<file path="src/rtl/uart_rx_deframe_fifo_if.sv">
// Bundle between the Rx SIPO, the deframer and its consumer. The slave side
// is the deframer: it takes frames in and presents buffered words out.
interface uart_rx_deframe_fifo_if #(
   parameter int DATA_WIDTH  = 8,
   parameter int PARITY_MODE = 2,
   parameter int STOP_BITS   = 1,
   parameter int DEPTH       = 4
);
   localparam int FRAME_W = 1 + DATA_WIDTH + ((PARITY_MODE != 0) ? 1 : 0) + STOP_BITS;
   localparam int LVL_W   = $clog2(DEPTH + 1);

   logic                  recieved_flag;
   logic [FRAME_W-1:0]    data_parll;
   logic                  out_ready;
   logic                  out_valid;
   logic [DATA_WIDTH-1:0] raw_data;
   logic                  parity_error;
   logic                  framing_error;
   logic                  done_flag;
   logic                  overrun;
   logic [LVL_W-1:0]      fifo_level;

   modport master (
      output recieved_flag, data_parll, out_ready,
      input  out_valid, raw_data, parity_error, framing_error,
             done_flag, overrun, fifo_level
   );

   modport slave (
      input  recieved_flag, data_parll, out_ready,
      output out_valid, raw_data, parity_error, framing_error,
             done_flag, overrun, fifo_level
   );
endinterface

</file>
<file path="src/rtl/uart_rx_deframe_fifo.sv">
// UART receive deframer: strips start/parity/stop bits from a parallel frame,
// flags parity and framing errors, and queues {framing, parity, data} in a
// small FIFO read through a valid/ready handshake.
module uart_rx_deframe_fifo #(
   parameter int DATA_WIDTH  = 8,
   parameter int PARITY_MODE = 2,
   parameter int STOP_BITS   = 1,
   parameter int DEPTH       = 4
) (
   input logic clock,
   input logic reset_n,
   uart_rx_deframe_fifo_if.slave bus
);
   localparam int PAR_EN  = (PARITY_MODE != 0) ? 1 : 0;
   localparam int FRAME_W = 1 + DATA_WIDTH + PAR_EN + STOP_BITS;
   localparam int PTR_W   = $clog2(DEPTH);
   localparam int LVL_W   = $clog2(DEPTH + 1);
   localparam int ENTRY_W = DATA_WIDTH + 2;
   localparam logic [LVL_W-1:0] DEPTH_L = LVL_W'(DEPTH);

   logic                  flag_q;
   logic                  capture;
   logic                  push;
   logic                  pop;
   logic                  start_bit;
   logic                  par_bit;
   logic [DATA_WIDTH-1:0] data_w;
   logic [STOP_BITS-1:0]  stop_w;
   logic                  perr_w;
   logic                  ferr_w;
   logic [ENTRY_W-1:0]    mem [DEPTH];
   logic [ENTRY_W-1:0]    head;
   logic [PTR_W-1:0]      wr_ptr;
   logic [PTR_W-1:0]      rd_ptr;
   logic [LVL_W-1:0]      level;
   logic                  done_q;
   logic                  overrun_q;

   // Field extraction. With parity disabled the bit above the data is a stop
   // bit; par_bit is then simply ignored.
   assign start_bit = bus.data_parll[0];
   assign data_w    = bus.data_parll[DATA_WIDTH:1];
   assign par_bit   = bus.data_parll[DATA_WIDTH+1];
   assign stop_w    = bus.data_parll[FRAME_W-1 -: STOP_BITS];

   // Parity and framing checks on the frame being captured.
   always_comb begin
      perr_w = 1'b0;
      case (PARITY_MODE)
         1:       perr_w = ~(^{data_w, par_bit});
         2:       perr_w = ^{data_w, par_bit};
         default: perr_w = 1'b0;
      endcase
      ferr_w = start_bit | ~(&stop_w);
   end

   // A frame is taken only on a low-to-high flag transition; a full FIFO
   // still accepts it if the head leaves in the same cycle.
   assign capture = bus.recieved_flag & ~flag_q;
   assign pop     = bus.out_valid & bus.out_ready;
   assign push    = capture & ((level < DEPTH_L) | pop);

   // Edge-detect register resets high so a flag already high at release is ignored.
   always_ff @(posedge clock or negedge reset_n) begin
      if (!reset_n) flag_q <= 1'b1;
      else          flag_q <= bus.recieved_flag;
   end

   // Storage array; contents are don't-care until covered by the level.
   always_ff @(posedge clock) begin
      if (push) mem[wr_ptr] <= {ferr_w, perr_w, data_w};
   end

   // Pointers, occupancy and the one-cycle event pulses.
   always_ff @(posedge clock or negedge reset_n) begin
      if (!reset_n) begin
         wr_ptr    <= '0;
         rd_ptr    <= '0;
         level     <= '0;
         done_q    <= 1'b0;
         overrun_q <= 1'b0;
      end else begin
         if (push) wr_ptr <= wr_ptr + PTR_W'(1);
         if (pop)  rd_ptr <= rd_ptr + PTR_W'(1);
         case ({push, pop})
            2'b10:   level <= level + LVL_W'(1);
            2'b01:   level <= level - LVL_W'(1);
            default: level <= level;
         endcase
         done_q    <= push;
         overrun_q <= capture & ~push;
      end
   end

   // Head outputs are forced to zero while empty so stale storage never shows.
   assign head              = (level != '0) ? mem[rd_ptr] : '0;
   assign bus.out_valid     = (level != '0);
   assign bus.raw_data      = head[DATA_WIDTH-1:0];
   assign bus.parity_error  = head[DATA_WIDTH];
   assign bus.framing_error = head[DATA_WIDTH+1];
   assign bus.done_flag     = done_q;
   assign bus.overrun       = overrun_q;
   assign bus.fifo_level    = level;
endmodule

</file>
<file path="src/flat_wrapper.sv">
// flat-port wrapper written by rule: the top's interface ports become plain ports
module uart_rx_deframe_fifo_flat 
#(
   parameter int DATA_WIDTH  = 8,
   parameter int PARITY_MODE = 2,
   parameter int STOP_BITS   = 1,
   parameter int DEPTH       = 4
)
  (clock, reset_n, bus_recieved_flag, bus_data_parll, bus_out_ready, bus_out_valid, bus_raw_data, bus_parity_error, bus_framing_error, bus_done_flag, bus_overrun, bus_fifo_level);
  uart_rx_deframe_fifo_if #(.DATA_WIDTH(DATA_WIDTH), .PARITY_MODE(PARITY_MODE), .STOP_BITS(STOP_BITS), .DEPTH(DEPTH)) bus_i ();
  input logic clock;
  input logic reset_n;
  input wire logic [$bits(bus_i.recieved_flag)-1:0] bus_recieved_flag;
  input wire logic [$bits(bus_i.data_parll)-1:0] bus_data_parll;
  input wire logic [$bits(bus_i.out_ready)-1:0] bus_out_ready;
  output wire logic [$bits(bus_i.out_valid)-1:0] bus_out_valid;
  output wire logic [$bits(bus_i.raw_data)-1:0] bus_raw_data;
  output wire logic [$bits(bus_i.parity_error)-1:0] bus_parity_error;
  output wire logic [$bits(bus_i.framing_error)-1:0] bus_framing_error;
  output wire logic [$bits(bus_i.done_flag)-1:0] bus_done_flag;
  output wire logic [$bits(bus_i.overrun)-1:0] bus_overrun;
  output wire logic [$bits(bus_i.fifo_level)-1:0] bus_fifo_level;
  assign bus_i.recieved_flag = bus_recieved_flag;
  assign bus_i.data_parll = bus_data_parll;
  assign bus_i.out_ready = bus_out_ready;
  assign bus_out_valid = bus_i.out_valid;
  assign bus_raw_data = bus_i.raw_data;
  assign bus_parity_error = bus_i.parity_error;
  assign bus_framing_error = bus_i.framing_error;
  assign bus_done_flag = bus_i.done_flag;
  assign bus_overrun = bus_i.overrun;
  assign bus_fifo_level = bus_i.fifo_level;
  uart_rx_deframe_fifo #(.DATA_WIDTH(DATA_WIDTH), .PARITY_MODE(PARITY_MODE), .STOP_BITS(STOP_BITS), .DEPTH(DEPTH)) u_core (.clock(clock), .reset_n(reset_n), .bus(bus_i));
endmodule
</file>
<file path="config.mk">
export PLATFORM = sky130hd
export DESIGN_NAME = uart_rx_deframe_fifo_flat
export DESIGN_NICKNAME = d
export VERILOG_FILES = /design/src/rtl/uart_rx_deframe_fifo_if.sv /design/src/rtl/uart_rx_deframe_fifo.sv /design/src/flat_wrapper.sv
export SDC_FILE = /design/constraint.sdc
export NUM_CORES = 1
export LEC_CHECK = 0
export ABC_CLOCK_PERIOD_IN_PS = 2250
export CORE_ASPECT_RATIO = 1.5
export CORE_UTILIZATION = 54
export DETAILED_ROUTE_END_ITERATION = 10
export DONT_BUFFER_PORTS = 1
export PLACE_DENSITY = 0.79
export RECOVER_POWER = 50
export SYNTH_ARGS = -nofsm -noshare
export SYNTH_HDL_FRONTEND = slang
export SYNTH_SLANG_ARGS = --single-unit
export TNS_END_PERCENT = 10
</file>
<file path="constraint.sdc">
create_clock -name clock -period 2.25 [get_ports clock]
set_input_delay 0.3375 -clock clock [delete_from_list [all_inputs] [get_ports clock]]
set_output_delay 0.3375 -clock clock [all_outputs]
set_load 0.01 [all_outputs]
</file>
==> load_flow_metrics.sql, run 1 <==
INSERT INTO impl_metrics (metric_group, metric, value, unit) VALUES
('floorplan', 'dieHeight', '78.37', 'um'),
('power', 'net-switching-power', '810.0', 'uW'),
('finish', 'antennaDiodeCount', '0', ''),
('power', 'part_of_the_power_in_combinational_logic', '27.6', '%'),
('finish', 'design.final.nets', '142', ''),
('routing', 'vias_per_cell', '5.624', ''),
('timing', 'max_clock_freq', '467.6', 'MHz'),
('floorplan', 'die_area', '0.004146', 'mm2'),
('synthesis', 'main_area_contributors_after_synthesis', 'edfxtp_1 (57%), dfrtp_1 (11%), mux4_2 (8.6%), and2_1 (4.5%), xnor2_1 (3.3%)', ''),
('floorplan', 'io-pin-count', '31', ''),
('setup_path', 'crit_type', 'register to output port', ''),
('min_path', 'hold_path.class', 'input pin to register', ''),
('power', 'clock_power_share', '25.3', '%'),
('cts', 'clock_tree.htree_level_count', '2', ''),
('cts', 'cts_made_buffers', '5', ''),
('routing', 'wl_per_cell', '19.52', 'um'),
('power', 'ir_worst_vdd', '0.0007705', 'V'),
('timing', 'slew-limit-headroom', '61.22', '%'),
('timing', 'largest_clock_skew_in_the_final_design', '0.003818', 'ns'),
('finish', 'drive_gt1_share', '17.21', '%'),
('power', 'p_int', '1.983', 'mW'),
('placement', 'place_congestion', '0.7385', ''),
('cts', 'clkSinkCount', '50', ''),
('floorplan', 'floorplan.die.width', '52.91', 'um'),
('routing', 'drt-pass1-iter-count', '4', ''),
('timing', 'finalHoldViolCount', '0', ''),
('power', 'netSwitchingFraction', '29.00', '%'),
('timing', 'fin_hold_ws', '0.02688', 'ns'),
('placement', 'number_of_port_buffers', '0', ''),
('timing', 'rsz_0062_raised_after_global_routing', 'no', ''),
('synthesis', 'ys_ff_latch', '50', ''),
('floorplan', 'start_util', '57.02', '%'),
('synthesis', 'syn_nets', '135', ''),
('synthesis', 'synth_area', '0.002100', 'mm2'),
('routing', 'drcViolationCount', '0', ''),
('run_status', 'result_of_the_run', 'finished clean', ''),
('synthesis', 'synth_unique_cells', '24', ''),
('synthesis', 'yosys.area.top_type_share', '57.21', '%'),
('cts', 'insertion_delay', '0.30', 'ns'),
('routing', 'num_vias', '928', ''),
('finish', 'layout_common_cells', 'edfxtp_1 (40), and2_1 (15), dfrtp_1 (9)', ''),
('finish', 'fill_cells', '248', ''),
('synthesis', 'number_of_warnings_reported_in_the_yosys_synthesis_log', '0', ''),
('synthesis', 'post_synth.cell_area_avg', '18.42', 'um2'),
('floorplan', 'design.core.area', '0.003682', 'mm2'),
('cts', 'cts.clk_slew.worst_paths', '0.08', 'ns'),
('grt', 'antenna_found_initial', '0', ''),
('synthesis', 'fraction_of_the_yosys_area_taken_by_sequential_cells', '69.19', '%'),
('setup_path', 'startpoint_type', 'register', ''),
('placement', 'hpwl_after_detailed_placement', '2239', 'um'),
('grt', 'gr-usage-all-layers', '18.11', '%'),
('run', 'cap_violations', '0', ''),
('cts', 'ctsRootBufferMaster', 'clkbuf_8', ''),
('setup_path', 'cp_data_required_time', '1.91', 'ns'),
('grt', 'grt_max_degree', '16', ''),
('routing', 'wl', '3220', 'um'),
('power', 'power_dens_cells', '1210', 'mW/mm2'),
('routing', 'initialDrtViolationCount', '28', ''),
('grt', 'grt.overflow.total', '0', ''),
('timing', 'totalNegativeSetupSlack', '0', 'ns'),
('power', 'power.sequential.fraction', '47.0', '%'),
('timing', 'final_min_period_over_clock_period', '95.05', '%'),
('finish', 'layout.core_utilization', '62.69', '%'),
('floorplan', 'placementRows', '27', ''),
('cts', 'postCtsSetupRepairBufs', '0', ''),
('setup_path', 'critical_path.endpoint_type', 'output port', ''),
('finish', 'area_growth', '9.952', '%'),
('timing', 'timing.final.max_slew_violations', '0', ''),
('setup_path', 'cp_max_fo', '7', ''),
('timing', 'worst_pin_slew', '0.5817', 'ns'),
('cts', 'cts-root-to-sink-buffers', '2', ''),
('finish', 'layout_commonest_cell', 'edfxtp_1', ''),
('timing', 'timing.final.setup_violations', '0', ''),
('cts', 'cts_tree', 'done', ''),
('routing', 'antenna_left', '0', ''),
('power', 'power.leakage', '0.8244', 'nW'),
('grt', 'grt_first_pass_wirelength', '5037', 'um'),
('grt', 'grt_pass1_vias', '1007', ''),
('synthesis', 'netlist.top_cell.by_area', 'edfxtp_1', ''),
('synthesis', 'postSynthCellCount', '114', ''),
('timing', 'final_period_minus_worst_setup_slack', '2.139', 'ns'),
('setup_path', 'data_arrival_time_at_the_worst_slack_endpoint', '1.80', 'ns');
## worst paths after layout
check                                              start                  endpoint  slack (ns)  cells after the start
worst max register to register  u_core.bus.fifo_level[0]  u_core.bus.fifo_level[2]        0.13                      8
worst max-delay path                    u_core.rd_ptr[0]          bus_parity_error        0.11                      3
worst min-delay path                   bus_recieved_flag             u_core.flag_q        0.03                      0
min in group asynchronous                        reset_n      u_core.bus.done_flag        0.41                      1
worst min register to register          u_core.wr_ptr[1]          u_core.wr_ptr[1]        0.58                      1
max in group asynchronous                        reset_n             u_core.flag_q        1.50                      1
## area by class of cell
class / instances / area [um2] / share of cell area (%)
Clock buffer: 7 / 107.6 / 4.661
Clock inverter: 1 / 30.03 / 1.301
Inverter: 7 / 26.28 / 1.138
Multi-Input combinational cell: 54 / 600.6 / 26.02
Sequential cell: 50 / 1453 / 62.93
Tap cell: 43 / 53.80 / 2.331
Timing Repair Buffer: 3 / 37.54 / 1.626
## Yosys cell counts
cell      count
a21oi_2       1
and2_1       15
buf_2         1
buf_6         1
clkbuf_1      1
dfrtp_1       9
dfstp_2       1
edfxtp_1     40
fa_1          1
ha_1          5
inv_1         7
mux2_2        1
mux4_1        2
mux4_2        8
nand2_1       1
nand2b_1      2
nand3_1       1
nor2_1        1
nor3b_1       1
o21ai_0       1
or3_1         1
xnor2_1       8
xnor3_1       1
xor2_1        4
## registers in the layout (all words and copies together) (netlist names)
name and count:
u_core.wr_ptr 2, u_core.bus.overrun 1, u_core.mem 40, u_core.bus.done_flag 1, u_core.bus.fifo_level 3, u_core.flag_q 1
u_core.rd_ptr 2
## critical path: stages (launching register included)
cell     delay [ns]
dfrtp_1        0.60
buf_12         0.19
mux4_2         0.50
and2_1         0.21
## metal layers
| layer | share of wire [%] | vias up | track usage, % | wire length [um] |
|---|---|---|---|---|
| li1 | - | 428 | - | - |
| met1 | 37 | 470 | 19.39 | 1177 |
| met2 | 57 | 23 | 32.15 | 1837 |
| met3 | 4.2 | 7 | 4.651 | 136 |
| met4 | 2.1 | 0 | 7.895 | 68 |
| met5 | 0 | - | 0 | 0 |
## cells by family after synthesis
kind of cell,synth area share [%]
flip-flops,69.19
adder cells (fa/ha/maj),3.933
multiplexers,11.62
AND/OR/NAND/NOR,6.317
XOR/XNOR,6.079
AO/OA/AOI/OAI,0.6554
buffers and inverters,2.205
## repair_timing
| item | in CTS | in global routing |
|---|---|---|
| hold buffers | 1 | 0 |
| endpoints found under the hold margin | 10 | 0 |
| resized for setup | 0 | 0 |
## power by group through the flow
stage	clock (mW)	sequential [mW]	combinational, mW
3_3_place_gp	0	1.32	0.737
2_1_floorplan	0	1.25	0.683
3_5_place_dp	0	1.34	0.785
5_1_grt	0.743	1.34	0.859
6_report	0.707	1.31	0.772
4_1_cts	0.714	1.32	0.792
## metrics by stage
stage / total power, mW / setup slack [ns] / instances / cell area [um2]
after global placement: 2.060 / 0.3352 / 156 / 2161
after CTS: 2.824 / 0.08913 / 165 / 2308
after floorplan: 1.932 / 0.3362 / 114 / 2100
after global routing: 2.937 / 0.03750 / 165 / 2308
after detailed placement: 2.124 / 0.1400 / 156 / 2161
final: 2.793 / 0.1114 / 165 / 2308
Note: power is estimated with default switching activity, not from simulation.
==> run 2, diff against run 1 <==
- SKIP_LAST_GASP: not set -> 1
==> results of run 2 <==
Same layout as run 1: the final DEF is identical, and so are final timing and power.
